[src/rtl/fsm_oe16s_sequencer.sv]
// Table-driven sequencer for the 16-state one-hot universal FSM: dwells, evaluates one condition, fires one transition.
// Optional table readback port is enabled with `define FSM_SEQ_READBACK_EN.
//
// state | meaning
// IDLE  | t_x holds every FSM state; config writes accepted
// SYNC  | encode st, load dwell counter, maybe evaluate at once
// DWELL | count down dwell; evaluate condition when counter = 1
// FIRE  | t_x drives the latched target on the current state's nibble
module fsm_oe16s_sequencer #(
  parameter int DWELL_W = 8,
  parameter int NCOND   = 4,
  localparam int CSEL_W = (NCOND > 1) ? $clog2(NCOND) : 1
) (
  input  logic               clk,
  input  logic               rst_n,
  input  logic               start,
  input  logic               stop,
  input  logic [NCOND-1:0]   cond,
  input  logic [15:0]        st,
  input  logic               cfg_we,
  input  logic [3:0]         cfg_addr,
  input  logic [3:0]         cfg_nxt_t,
  input  logic [3:0]         cfg_nxt_f,
  input  logic [CSEL_W-1:0]  cfg_csel,
  input  logic [DWELL_W-1:0] cfg_dwell,
`ifdef FSM_SEQ_READBACK_EN
  input  logic [3:0]         cfg_raddr,
  output logic [DWELL_W+8+CSEL_W-1:0] cfg_rdata,
`endif
  output logic [63:0]        t_x,
  output logic               busy,
  output logic               cfg_err,
  output logic               onehot_err
);

  localparam logic [1:0] ST_IDLE  = 2'd0;
  localparam logic [1:0] ST_SYNC  = 2'd1;
  localparam logic [1:0] ST_DWELL = 2'd2;
  localparam logic [1:0] ST_FIRE  = 2'd3;

  localparam logic [63:0] HOLD = 64'hFEDC_BA98_7654_3210;

  logic [1:0]         state;
  logic [3:0]         cur;
  logic [DWELL_W-1:0] cnt;

  logic [3:0]         tab_nxt_t [16];
  logic [3:0]         tab_nxt_f [16];
  logic [CSEL_W-1:0]  tab_csel  [16];
  logic [DWELL_W-1:0] tab_dwell [16];

  logic [3:0] st_idx;
  logic       st_onehot;
  logic [3:0] eval_idx;
  logic [3:0] eval_tgt;

  function automatic logic [63:0] fire_pat(input logic [3:0] idx, input logic [3:0] tgt);
    logic [63:0] p;
    p = HOLD;
    p[{idx, 2'b00} +: 4] = tgt;
    return p;
  endfunction

  always_comb begin
    st_idx = 4'd0;
    for (int i = 0; i < 16; i++) begin
      if (st[i]) st_idx = st_idx | 4'(i);
    end
  end

  assign st_onehot = (st != 16'd0) && ((st & (st - 16'd1)) == 16'd0);

  // In SYNC the table is indexed by the freshly encoded state, later by the latched one.
  assign eval_idx = (state == ST_SYNC) ? st_idx : cur;
  assign eval_tgt = cond[tab_csel[eval_idx]] ? tab_nxt_t[eval_idx] : tab_nxt_f[eval_idx];

  assign busy = (state != ST_IDLE);

  always_ff @(posedge clk or negedge rst_n) begin
    if (!rst_n) begin
      for (int i = 0; i < 16; i++) begin
        tab_nxt_t[i] <= 4'(i);
        tab_nxt_f[i] <= 4'(i);
        tab_csel[i]  <= '0;
        tab_dwell[i] <= '0;
      end
    end else if (cfg_we && (state == ST_IDLE)) begin
      tab_nxt_t[cfg_addr] <= cfg_nxt_t;
      tab_nxt_f[cfg_addr] <= cfg_nxt_f;
      tab_csel[cfg_addr]  <= cfg_csel;
      tab_dwell[cfg_addr] <= cfg_dwell;
    end
  end

  always_ff @(posedge clk or negedge rst_n) begin
    if (!rst_n) begin
      state      <= ST_IDLE;
      cur        <= 4'd0;
      cnt        <= '0;
      t_x        <= HOLD;
      cfg_err    <= 1'b0;
      onehot_err <= 1'b0;
    end else begin
      // t_x only departs from HOLD for the single cycle spent in FIRE.
      t_x <= HOLD;
      if (cfg_we && (state != ST_IDLE)) cfg_err <= 1'b1;
      case (state)
        ST_IDLE: begin
          if (start && !stop) begin
            state      <= ST_SYNC;
            cfg_err    <= 1'b0;
            onehot_err <= 1'b0;
          end
        end
        ST_SYNC: begin
          if (stop) begin
            state <= ST_IDLE;
          end else if (!st_onehot) begin
            onehot_err <= 1'b1;
            state      <= ST_IDLE;
          end else begin
            cur <= st_idx;
            cnt <= tab_dwell[st_idx];
            if (tab_dwell[st_idx] == '0) begin
              t_x   <= fire_pat(st_idx, eval_tgt);
              state <= ST_FIRE;
            end else begin
              state <= ST_DWELL;
            end
          end
        end
        ST_DWELL: begin
          if (stop) begin
            state <= ST_IDLE;
          end else if (cnt == DWELL_W'(1)) begin
            t_x   <= fire_pat(cur, eval_tgt);
            state <= ST_FIRE;
          end else begin
            cnt <= cnt - DWELL_W'(1);
          end
        end
        ST_FIRE: begin
          state <= stop ? ST_IDLE : ST_SYNC;
        end
        default: state <= ST_IDLE;
      endcase
    end
  end

`ifdef FSM_SEQ_READBACK_EN
  always_ff @(posedge clk or negedge rst_n) begin
    if (!rst_n) begin
      cfg_rdata <= '0;
    end else begin
      cfg_rdata <= {tab_dwell[cfg_raddr], tab_csel[cfg_raddr],
                    tab_nxt_f[cfg_raddr], tab_nxt_t[cfg_raddr]};
    end
  end
`else
  // No readback path: the table is write-only.
`endif

endmodule

[config.mk]
export PLATFORM = sky130hd
export DESIGN_NAME = fsm_oe16s_sequencer
export DESIGN_NICKNAME = d
export VERILOG_FILES = /design/src/rtl/fsm_oe16s_sequencer.sv
export SDC_FILE = /design/constraint.sdc
export NUM_CORES = 1
export LEC_CHECK = 0
export ABC_AREA = 0
export CORE_MARGIN = 10
export CORE_UTILIZATION = 45
export DETAILED_ROUTE_END_ITERATION = 16
export PLACE_DENSITY = 0.73
export SLEW_MARGIN = 20
export SYNTH_ARGS = -nofsm -noshare
export SYNTH_HDL_FRONTEND = slang
export SYNTH_SLANG_ARGS = --single-unit
[constraint.sdc]
create_clock -name clk -period 10.6 [get_ports clk]
set_input_delay 3.18 -clock clk [delete_from_list [all_inputs] [get_ports clk]]
set_output_delay 3.18 -clock clk [all_outputs]
set_load 0.005 [all_outputs]
# After elaboration in Yosys (flattened, before gate mapping)

Index checks and enable logic that the tools add are counted.

Bits in registers: 368

Add/subtract/negate cells: 4
Order comparisons: 5
Equality and inequality tests: 11
Shift operators: 4
Muxes and demuxes: 67
Bitwise logic cells: 11
Reduce and logical (&&, ||, !) cells: 17

Operators by type and width:

| operator               | number |
|---|---|
| $mux 64                | 5 |
| $bwmux 128             | 1 |
| $bwmux 64              | 2 |
| $pmux 64 s2            | 1 |
| $shift 4x8->64 const A | 2 |
| $shiftx 4x8->64        | 2 |
| $and 32x32->32         | 2 |
| $not 32->32            | 2 |
| $or 32x32->32          | 2 |
| $mux 4                 | 15 |
| $mux 8                 | 7 |
| $bmux 4 s4             | 2 |
| $bmux 8 s4             | 1 |
| $bwmux 32              | 1 |
| $demux 8 s4            | 1 |
| $mux 2                 | 10 |
| $and 16x16->16         | 1 |
| $demux 4 s4            | 1 |
| $logic_not 16->1       | 1 |
| $neg 6->8              | 2 |
| $pmux 8 s2             | 1 |
| $reduce_bool 16->1     | 1 |
| $sub 16x1->16 const B  | 1 |
| $ge 5x5->1 const B     | 3 |
| 27 further kinds       | 52 |

# Longest topological paths before layout

Gate-level depths: netlist of run 1.

Word-level depth: 29
Gate-level depth with buffers: 16
Depth with buffers taken out: 12

# Least setup slack after synthesis of run 1

OpenSTA, ideal clock, no wires.

Kind: in2reg
From: in st[1]
To: reg t_x[13]
Setup time: 82 ps
Arrival time: 6035 ps
Required time: 10518 ps
Path slack: 4484 ps
Stages on the path: 13
Buffers on the path: 2
Cells stage by stage: nor4_4 -> nand2_2 -> inv_2 -> buf_4 -> mux2_2 -> o22ai_1 -> a221oi_1 -> a2111oi_2 -> nand3_1 -> buf_2 -> a2111oi_0 -> o211ai_1 -> o21bai_1

Word-level cells in the longest chain between the ends: 29
Elaborated cells between the ends (all ways): 52

Ends and longest elaborated chain:

| what                                      | line | RTL |
|---|---|---|
| from (decl)                               | 19   | `input logic [15:0] st,` |
| $mux 1                                    | 67   | `if (st[i]) st_idx = st_idx \| 4'(i);` |
| $mux 2 (2 in a row)                       | 67   |  |
| $mux 3 (4 in a row)                       | 67   |  |
| $mux 4 (8 in a row)                       | 67   |  |
| $mux 4                                    | 74   | `assign eval_idx = (state == ST_SYNC) ? st_idx : cur;` |
| $not 4->5 (implied by the code)           | 75   | `assign eval_tgt = cond[tab_csel[eval_idx]] ? tab_nxt_t[eval_idx] : tab_nxt_f[eval_idx];` |
| $bmux 2 s4                                | 75   |  |
| $mux 2 (implied by the code) (2 in a row) | 75   |  |
| $bmux 1 s2                                | 75   |  |
| $mux 1 (implied by the code)              | 75   |  |
| $mux 4                                    | 75   |  |
| $shiftx 4x8->64                           | 60   | `p[{idx, 2'b00} +: 4] = tgt;` |
| $or 32x32->32 (no line)                   | --   |  |
| $mux 64                                   | 124  | `if (tab_dwell[st_idx] == '0) begin` |
| $mux 64                                   | 118  | `end else if (!st_onehot) begin` |
| $mux 64                                   | 116  | `if (stop) begin` |
| $pmux 64 s2 (*)                           | 107  | `case (state)` |
| to (signal assigned)                      | 125  | `t_x <= fire_pat(st_idx, eval_tgt);` |
| to (signal assigned)                      | 136  | `t_x <= fire_pat(cur, eval_tgt);` |
| to (decl)                                 | 30   | `output logic [63:0] t_x,` |

Every way passes the cells marked *; elsewhere a longest branch is shown, timed or not. The select of a mux whose other input is x is not followed.
A chain may end at the register's enable or synchronous reset.

# Final worst setup path of run 1

From: in st[7]
To: reg t_x[55]

Word-level cells in the longest chain between the ends: 23
Elaborated cells between the ends (all ways): 46

Ends and longest elaborated chain:

| what                                      | line |
|---|---|
| $mux 3                                    | 67 |
| $mux 4 (8 in a row)                       | 67 |
| $mux 4                                    | 74 |
| $not 4->5 (implied by the code)           | 75 |
| $bmux 2 s4                                | 75 |
| $mux 2 (implied by the code) (2 in a row) | 75 |
| $bmux 1 s2                                | 75 |
| $mux 1 (implied by the code)              | 75 |
| $mux 4                                    | 75 |
| $shiftx 4x8->64                           | 60 |
| $or 32x32->32 (no line)                   | -- |
| $mux 64                                   | 124 |
| $mux 64                                   | 118 |
| $mux 64                                   | 116 |
| $pmux 64 s2 (*)                           | 107 |

Marked as above.

==> results of run 1 <==
-- cells in the mapped netlist (4+ instances only) --
cell type and n:
xnor2_1 5, or2_2 5, a211oi_1 7, and3_1 25, a31oi_1 24, nor3_1 29
nand2b_1 8, a311oi_1 4, clkbuf_1 77, nand2_1 200, or4_1 4, nor4_1 8
o211ai_1 9, nor4_4 5, buf_2 15, o22ai_1 18, a2111oi_0 18, buf_4 6
ha_1 13, dfrtp_1 272, o21ai_0 42, buf_1 10, mux2i_1 46, nor2_1 87
a221o_1 8, a21o_1 13, mux2_2 316, a221oi_1 17, nor2b_1 13, a31o_2 4
a21oi_1 40, a22o_1 5, inv_1 17, dfstp_2 96, a2bb2oi_1 6, nand3_1 79
nand4_1 14, and2_1 6
-- layout by cell type, fill, tap and decap left out, types with 39 or more instances in the layout --
cell	count
mux2_2	316
dfstp_2	96
nor2_1	78
dfrtp_1	272
clkdlybuf4s50_1	112
o21ai_0	42
mux2i_1	46
clkbuf_16	39
nand3_1	79
a21oi_1	40
nand2_1	200
-- report_power, final --
group | internal [uW] | total (uW) | switching (uW)
Sequential | 2040 | 2300 | 264
Clock | 823 | 1390 | 571
Combinational | 799 | 1610 | 808
-- worst max-delay path, stage by stage --
cell and delay (ns):
clkdlybuf4s50_1 0.61, nor4_4 0.54, nand2_2 0.37, inv_2 0.47, buf_12 0.35, mux2_2 0.38
o22ai_1 0.14, a221oi_1 0.13, a2111oi_2 0.32, nand3_1 0.66, a211oi_2 0.73, nand2_1 0.22
a221o_1 0.42
-- layer usage --
layer / wire length (um) / vias to the layer above
li1: - / 6093
met1: 23300 / 7066
met2: 24700 / 552
met3: 3760 / 95
met4: 1380 / 0
met5: 0 / -
-- final timing paths --
check,startpoint,to,slack (ns)
worst max-delay path,st[7],t_x[55],2.48
worst min-delay path,tab_csel[17],tab_csel[17],0.50
worst max register to register,state[1],t_x[55],5.25
worst min register to register,tab_csel[17],tab_csel[17],0.50
max in group asynchronous,rst_n,tab_csel[8],6.34
min in group asynchronous,rst_n,tab_nxt_t[50],2.72
-- metrics by stage --
stage               utilization (%)  hold slack [ns]  power [uW]  setup WS (ns)  area, um^2
detailed placement             49.3            0.488        3910           2.07       20000
floorplan                         -            0.471        3330           4.48       18400
global route                   52.6            0.512        5580           2.21       21400
global placement               49.3            0.483        3840           2.16       20000
finish                         52.6            0.503        5300           2.48       21400
CTS                            52.5            0.501        5320           2.62       21400
-- sequential cells by signal, summed over array words and instances, names as in the netlist --
name and flops:
cfg_err 1, onehot_err 1, state 2, cnt 8
tab_dwell 128, tab_nxt_t 64, cur 4, t_x 64
tab_nxt_f 64, tab_csel 32
-- kinds of logic (layout without fill, tap and decap cells) --
group / count (synthesis) / after routing / share of synthesized area (%)
adders and majority gates: 15 / 15 / 0.992
muxes: 364 / 364 / 22.1
other: 0 / 1 / 0
xor gates and xnor gates: 7 / 7 / 0.333
and+or+nand+nor: 501 / 501 / 13.0
buffers and inverters: 130 / 225 / 3.00
AOI/OAI and AO/OA: 257 / 257 / 9.91
DFF: 368 / 368 / 50.7
-- final cells by class --
type,count,area (um^2)
Fill cell,3429,19300
Sequential cell,368,9330
Multi-Input combinational cell,1144,8650
Timing Repair Buffer,135,1330
Clock buffer,57,1170
Tap cell,532,666
Clock inverter,14,156
Inverter,19,71.3
Antenna cell,1,2.50
==> results.yml, run 1 <==
global_route:
  grtUsageMet3_pct: 3.96
  grt.busiest_layer: "met2"
  grt_overflow: 0
  grt_pass1_wl_um: 83400
  grt_util_met1_pct: 28.5
  antenna_found_initial: 1
  grt_pass1_vias: 14000
  grt_usage_pct: 21.0
  grt_max_degree: 170
  use_met2_pct: 33.4
logic_synthesis:
  ys_seq_area_share_pct: 50.7
  synthFlopType: "dfrtp_1"
  synth_edf_count: 0
  synth-async-reset-ratio_pct: 100
  synth_cell_types: 77
  syn_inst: 1642
  synth_nets: 1702
  syn_area_per_cell_um2: 11.2
  yosys.area.top_type_share_pct: 37.0
  yosys.area.top_type: "dfrtp_1"
  synthTopCellsByArea: "dfrtp_1, mux2_2, dfstp_2"
  synth_area_mm2: 0.0184
  yosys_warnings: 0
  ys_ff_latch: 368
routing:
  num_vias: 13800
  wl_um: 53100
  vias_per_cell: 6.08
  first_iter_violations: 1484
  drc_errors: 0
  wl_per_cell_um: 23.4
  drt_first_pass_iters: 5
  ant_nets: 0
clock_network:
  htreeDepth: 2
  numCtsBuffers: 39
  post_cts_buffers: 0
  cts_hold_buf: 0
  cts_resized: 0
  cts_root_buffer: "clkbuf_16"
  clkTransAtPathRegs_ns: 0.06
  cts_buffer_depth: 3
  clk_latency_ns: 0.55
  cts_tree: "done"
  cts.sinks: 368
sta:
  max_freq_ghz: 0.123
  setup_viol: 0
  worst_slew_pin_slew_ns: 1.04
  final_max_slew_viol_count: 0
  tns_ns: 0
  slew_headroom_pct: 30.7
  rsz0062_at_grt: "no"
  fin_crit_ns: 8.12
  min_period_over_period_pct: 76.6
  hold_viol_final: 0
  worst_clock_skew_ns: 0.0259
hold_path:
  hold_path_depth: 1
  hold_class: "reg -> reg"
floorplanning:
  io_pins: 114
  initial_core_util_pct: 45.3
  dieArea_mm2: 0.0494
  rows: 74
  die_y_um: 222
  core_mm2: 0.0406
  dieWidth_um: 222
critical_path:
  cp.required_ns: 11.06
  cp-start-kind: "input pin"
  cp.arrival_ns: 8.58
  path_class: "in -> reg"
  end_kind: "flop"
  path_max_fanout: 48
  r2r_cells: 13
layout:
  stdcell_count: 2270
  area_growth_pct: 16.1
  post_route_cells_drive_above_1_share_pct: 31.4
  num-nets-final: 1767
pwr:
  power_per_cell_area_mw_per_mm2: 248
  power.leakage_uw: 0.00885
  ir_drop_uv: 114
flow_run:
  maxCapViolCount: 0
place:
  gp_congestion: 0.941
  io_buffer_count: 113
  dpl.hpwl_um: 33300
  dp_cells: 2197
status:
  outcome: "complete, no violations"
Power figures use the tool's default switching activity.
==> run 2: changes to the inputs <==
clock period = 8.2 ns   (was 10.6 ns; I/O delays follow)
==> run 2 against run 1 <==
Against the previous run:
- sequential power up 30%
- sequential share of layout area fell by 0.094 points
- power is 29% higher
- sequential cell count is the same
- hold slack worse by 0.0039 ns
- largest power group unchanged
==> results.yml, run 2 (synthesized netlist as in run 1, its figures left out) <==
status:
  outcome: "complete, no violations"
critical_path:
  cp_top_family: "compound AO/OA/AOI/OAI gates"
  cp_cell_sequence: "clkdlybuf4s50_1 -> nor4_4 -> nand2_2 -> inv_2 -> buf_4 -> mux2i_1 -> a221oi_1 -> a2111oi_2 -> nand3_1 -> a211oi_2 -> nand2_1 -> a221o_1"
  end_kind: "flop"
  path_class: "in -> reg"
  critPathBufInv: 3
  cp-endpoint: "t_x[54]"
  cpMaxStageDelayCell: "a211oi_2"
  r2r_slack_ns: 2.96
  cp.required_ns: 8.67
  path_max_fanout: 30
  r2r_cells: 12
  crit_cells: 12
  cp-startpoint: "st[7]"
  cp-start-kind: "input pin"
  r2r_start: "state[1]"
  cp.arrival_ns: 7.72
  slowest_delay_ns: 0.77
  reg2reg_to: "t_x[41]"
sta:
  setup_viol: 0
  final_max_slew_viol_count: 0
  tns_ns: 0
  rsz0062_at_grt: "no"
  fin_hold_ws_ns: 0.499
  worst_clock_skew_ns: 0.0234
  max_freq_ghz: 0.138
  hold_viol_final: 0
  worst_slew_pin_slew_ns: 1.24
  fin_crit_ns: 7.25
  min_period_over_period_pct: 88.4
  slew_headroom_pct: 16.4
floorplanning:
  dieWidth_um: 222
  initial_core_util_pct: 45.3
  io_pins: 114
  dieArea_mm2: 0.0494
  rows: 74
  core_mm2: 0.0406
  die_y_um: 222
clock_network:
  clkTransAtPathRegs_ns: 0.06
  cts_root_buffer: "clkbuf_16"
  cts_resized: 0
  post_cts_buffers: 0
  cts.sinks: 368
  clk_latency_ns: 0.56
  htreeDepth: 2
  numCtsBuffers: 40
  cts_tree: "done"
  cts_hold_buf: 0
  cts_buffer_depth: 3
layout:
  post_route_cells_drive_above_1_share_pct: 31.3
  final_cell_mix: "mux2_2, dfrtp_1, nand2_1, clkdlybuf4s50_1, dfstp_2"
  num-nets-final: 1778
  largest_reg_flops: 128
  regMostFlops: "tab_dwell"
  n_antenna_cell: 0
  fillers: 3476
  final_common_cell: "mux2_2"
  final_util_pct: 52.7
  area_growth_pct: 16.4
routing:
  vias_per_cell: 6.03
  wl_um: 52500
  drc_errors: 0
  num_vias: 13700
  drt_first_pass_iters: 7
  wl_per_cell_um: 23.0
  first_iter_violations: 1062
  ant_nets: 0
hold_path:
  hold_class: "reg -> reg"
pwr:
  ir_drop_uv: 185
  power.leakage_uw: 0.00887
  power_per_cell_area_mw_per_mm2: 321
global_route:
  grt_pass1_wl_um: 81200
  grt_usage_pct: 20.4
  grt_pass1_vias: 13800
  grt_max_degree: 195
  antenna_found_initial: 0
  grt_overflow: 0
place:
  gp_congestion: 0.948
  dpl.hpwl_um: 34300
  io_buffer_count: 113
flow_run:
  maxCapViolCount: 0
## run 2: cell count changes in the layout (fill, tap and decap cells not counted), moves of 2 or more
cell	previous run	this run
clkinvlp_4	0	3
clkbuf_1	5	12
nor2_2	0	4
buf_4	19	30
clkinv_2	7	4
clkbuf_16	39	41
nor2_4	10	6
clkbuf_8	13	7
## run 2: worst min path at each step
stage	startpoint	to	slack [ns]	cells past startpoint
after global routing	tab_dwell[66]	tab_dwell[66]	0.51	1
final	tab_dwell[37]	tab_dwell[37]	0.50	1
after floorplan	cnt[6]	cnt[6]	0.47	2
after CTS	tab_dwell[110]	tab_dwell[110]	0.50	1
after detailed placement	tab_dwell[110]	tab_dwell[110]	0.49	1
after global placement	tab_dwell[107]	tab_dwell[107]	0.48	1
## run 2: power by group
part           switching (uW)  total (uW)  leakage, uW  internal [uW]
registers                 338        2980      0.00450           2640
clock network             739        1800     0.000637           1060
logic                    1060        2090      0.00374           1030
total                    2140        6870      0.00887           4730
## run 2: metrics by stage
stage / total power (uW) / setup slack, ns / area [um^2] / cells
2_1_floorplan: 4310 / 2.80 / 18400 / 1642
3_3_place_gp: 4970 / 0.563 / 20100 / 2207
3_5_place_dp: 5090 / 0.521 / 20100 / 2207
4_1_cts: 6890 / 1.11 / 21400 / 2279
5_1_grt: 7220 / 0.838 / 21400 / 2280
6_report: 6870 / 0.954 / 21400 / 2280
## run 2: cell type report
cell class	count	area, um^2	area share, %
Clock inverter	12	158	0.736
Multi-Input combinational cell	1144	8620	40.2
Timing Repair Buffer	145	1410	6.58
Clock buffer	60	1170	5.45
Sequential cell	368	9330	43.6
Inverter	19	71.3	0.333
Tap cell	532	666	3.11
## run 2: per-layer routing
metal	vias up	track usage [%]	wire [um]
met2	535	32.0	24300
li1	6117	-	-
met5	-	0	0
met4	0	8.12	1730
met3	116	3.62	3650
met1	6980	27.5	22800
==> run 3: changes to the inputs <==
CORE_UTILIZATION = 60   (was 45)
PLACE_DENSITY = 0.9   (was 0.73)
==> run 3 against run 2 <==
Against the previous run:
- non-clock buffer count is 12 higher
- clock skew is 0.013 ns higher
- sequential power hardly changed
- count of clock-buffer cells in the layout is 7 lower
- via count is 4.8% higher
- core utilization is 17 points higher
- sequential share of layout area is 0.45 points higher
- first-iteration DRC count is 67% higher
- hold slack better by 0.00089 ns
- cell count is 5.4% lower
==> results.yml, run 3 (synthesized netlist as in run 1, its figures left out) <==
sta:
  fin_hold_ws_ns: 0.500
  worst_slew_pin_slew_ns: 1.01
  tns_ns: 0
  min_period_over_period_pct: 84.4
  final_max_slew_viol_count: 0
  rsz0062_at_grt: "no"
  hold_viol_final: 0
  setup_viol: 0
  worst_clock_skew_ns: 0.0366
  slew_headroom_pct: 32.7
  max_freq_ghz: 0.145
  fin_crit_ns: 6.92
clock_network:
  cts_tree: "done"
  cts_resized: 0
  htreeDepth: 2
  clk_latency_ns: 0.56
  cts.sinks: 368
  numCtsBuffers: 38
  cts_buffer_depth: 3
  post_cts_buffers: 0
  clkTransAtPathRegs_ns: 0.06
  cts_root_buffer: "clkbuf_16"
  cts_hold_buf: 0
global_route:
  grt_max_degree: 196
  grtUsageMet3_pct: 5.67
  grt_usage_pct: 27.2
  antenna_found_initial: 2
  use_met2_pct: 43.0
  grt_overflow: 0
  grt.busiest_layer: "met2"
  grt_pass1_vias: 14700
  grt_util_met1_pct: 36.0
  grt_pass1_wl_um: 83600
place:
  gp_congestion: 0.955
  dp_cells: 2082
  io_buffer_count: 113
  dpl.hpwl_um: 34700
layout:
  stdcell_count: 2156
  num-nets-final: 1788
  final_cell_mix: "mux2_2, dfrtp_1, nand2_1, clkdlybuf4s50_1, dfstp_2"
  post_route_cells_drive_above_1_share_pct: 31.6
  fillers: 2053
  regMostFlops: "tab_dwell"
  area_growth_pct: 15.2
  final_common_cell: "mux2_2"
  largest_reg_flops: 128
pwr:
  power_per_cell_area_mw_per_mm2: 322
  p_total_uw: 6820
  power.leakage_uw: 0.00888
  ir_drop_uv: 210
status:
  outcome: "complete, no violations"
floorplanning:
  core_mm2: 0.0304
  initial_core_util_pct: 60.5
  die_y_um: 195
  dieWidth_um: 195
  io_pins: 114
  dieArea_mm2: 0.0381
  rows: 64
critical_path:
  slowest_delay_ns: 0.75
  cp.required_ns: 8.66
  end_kind: "flop"
  cp_cell_sequence: "clkdlybuf4s50_1 -> nor4_4 -> a31o_2 -> a2111oi_0 -> nor4_1 -> nor3_1 -> or4_4 -> o21ai_0 -> nand2_1 -> a221o_1"
  cp-start-kind: "input pin"
  cp_top_family: "simple AND/OR/NAND/NOR gates"
  critPathBufInv: 1
  path_class: "in -> reg"
  cp.arrival_ns: 7.38
  cpMaxStageDelayCell: "a31o_2"
  path_max_fanout: 29
routing:
  first_iter_violations: 1777
  wl_per_cell_um: 24.8
  vias_per_cell: 6.68
  drc_errors: 0
  wl_um: 53500
  num_vias: 14400
  ant_nets: 0
  drt_first_pass_iters: 6
hold_path:
  hold_class: "reg -> reg"
flow_run:
  maxCapViolCount: 0
==> run 3: cell types whose count changed in the layout (fill, tap and decap cells not counted), moves of 2 or more <==
cell,previous run,this run
nor2_4,6,1
clkinv_2,4,10
nor2_2,4,9
buf_4,30,41
diode_2,0,2
clkbuf_16,41,38
clkbuf_8,7,2
==> run 3: power by group <==
group	internal (uW)	switching [uW]	total, uW	leakage, uW
combinational	1040	1090	2130	0.00380
clock	928	758	1690	0.000584
sequential	2640	364	3000	0.00450
==> run 3: worst reg2reg max path, stage by stage (launching register included) <==
cell,delay (ns)
dfrtp_1,0.40
inv_1,0.12
ha_1,0.19
buf_4,0.30
nor2_1,0.14
a31oi_4,0.74
buf_4,0.39
mux2i_1,0.21
o22ai_1,0.12
a31oi_1,0.28
nor3_1,0.08
or4_4,0.60
o21ai_0,0.60
nand2_1,0.40
a221o_1,0.43
==> run 3: final cells by class <==
| class | count | area, um^2 | share of cell area [%] |
|---|---|---|---|
| sequential | 368 | 9330 | 44.0 |
| tap | 396 | 495 | 2.34 |
| timing repair buffer | 157 | 1500 | 7.07 |
| clock buffer | 53 | 1030 | 4.85 |
| antenna | 2 | 5.00 | 0.0236 |
| clock inverter | 17 | 183 | 0.862 |
| multi-input combinational | 1144 | 8590 | 40.5 |
| inverter | 19 | 71.3 | 0.336 |
==> run 3: final timing paths <==
check                        startpoint       endpoint  slack, ns  cells after the start
setup / recovery                 st[13]        t_x[55]       1.28                     10
hold / removal             tab_csel[25]   tab_csel[25]       0.50                      1
setup reg to reg               state[1]        t_x[55]       3.13                     14
hold reg to reg            tab_csel[25]   tab_csel[25]       0.50                      1
max in group asynchronous         rst_n         cnt[5]       4.81                      3
min in group asynchronous         rst_n  tab_nxt_t[18]       1.90                      1
==> run 3: layer usage <==
metal / vias to the layer above / part of all wire, % / routed length [um]
li1: 6149 / - / -
met1: 7174 / 40 / 21100
met2: 899 / 47 / 25000
met3: 182 / 10 / 5360
met4: 0 / 3.7 / 2000
met5: - / 0 / 0
==> run 3: per-stage QoR <==
| step | setup WS (ns) | instance area (um^2) | utilization [%] |
|---|---|---|---|
| global placement | 0.945 | 19900 | 65.6 |
| CTS | 1.36 | 21200 | 69.5 |
| finish | 1.28 | 21200 | 69.7 |
| global route | 1.08 | 21200 | 69.7 |
| detailed placement | 0.828 | 19900 | 65.6 |
| floorplan | 2.80 | 18400 | - |
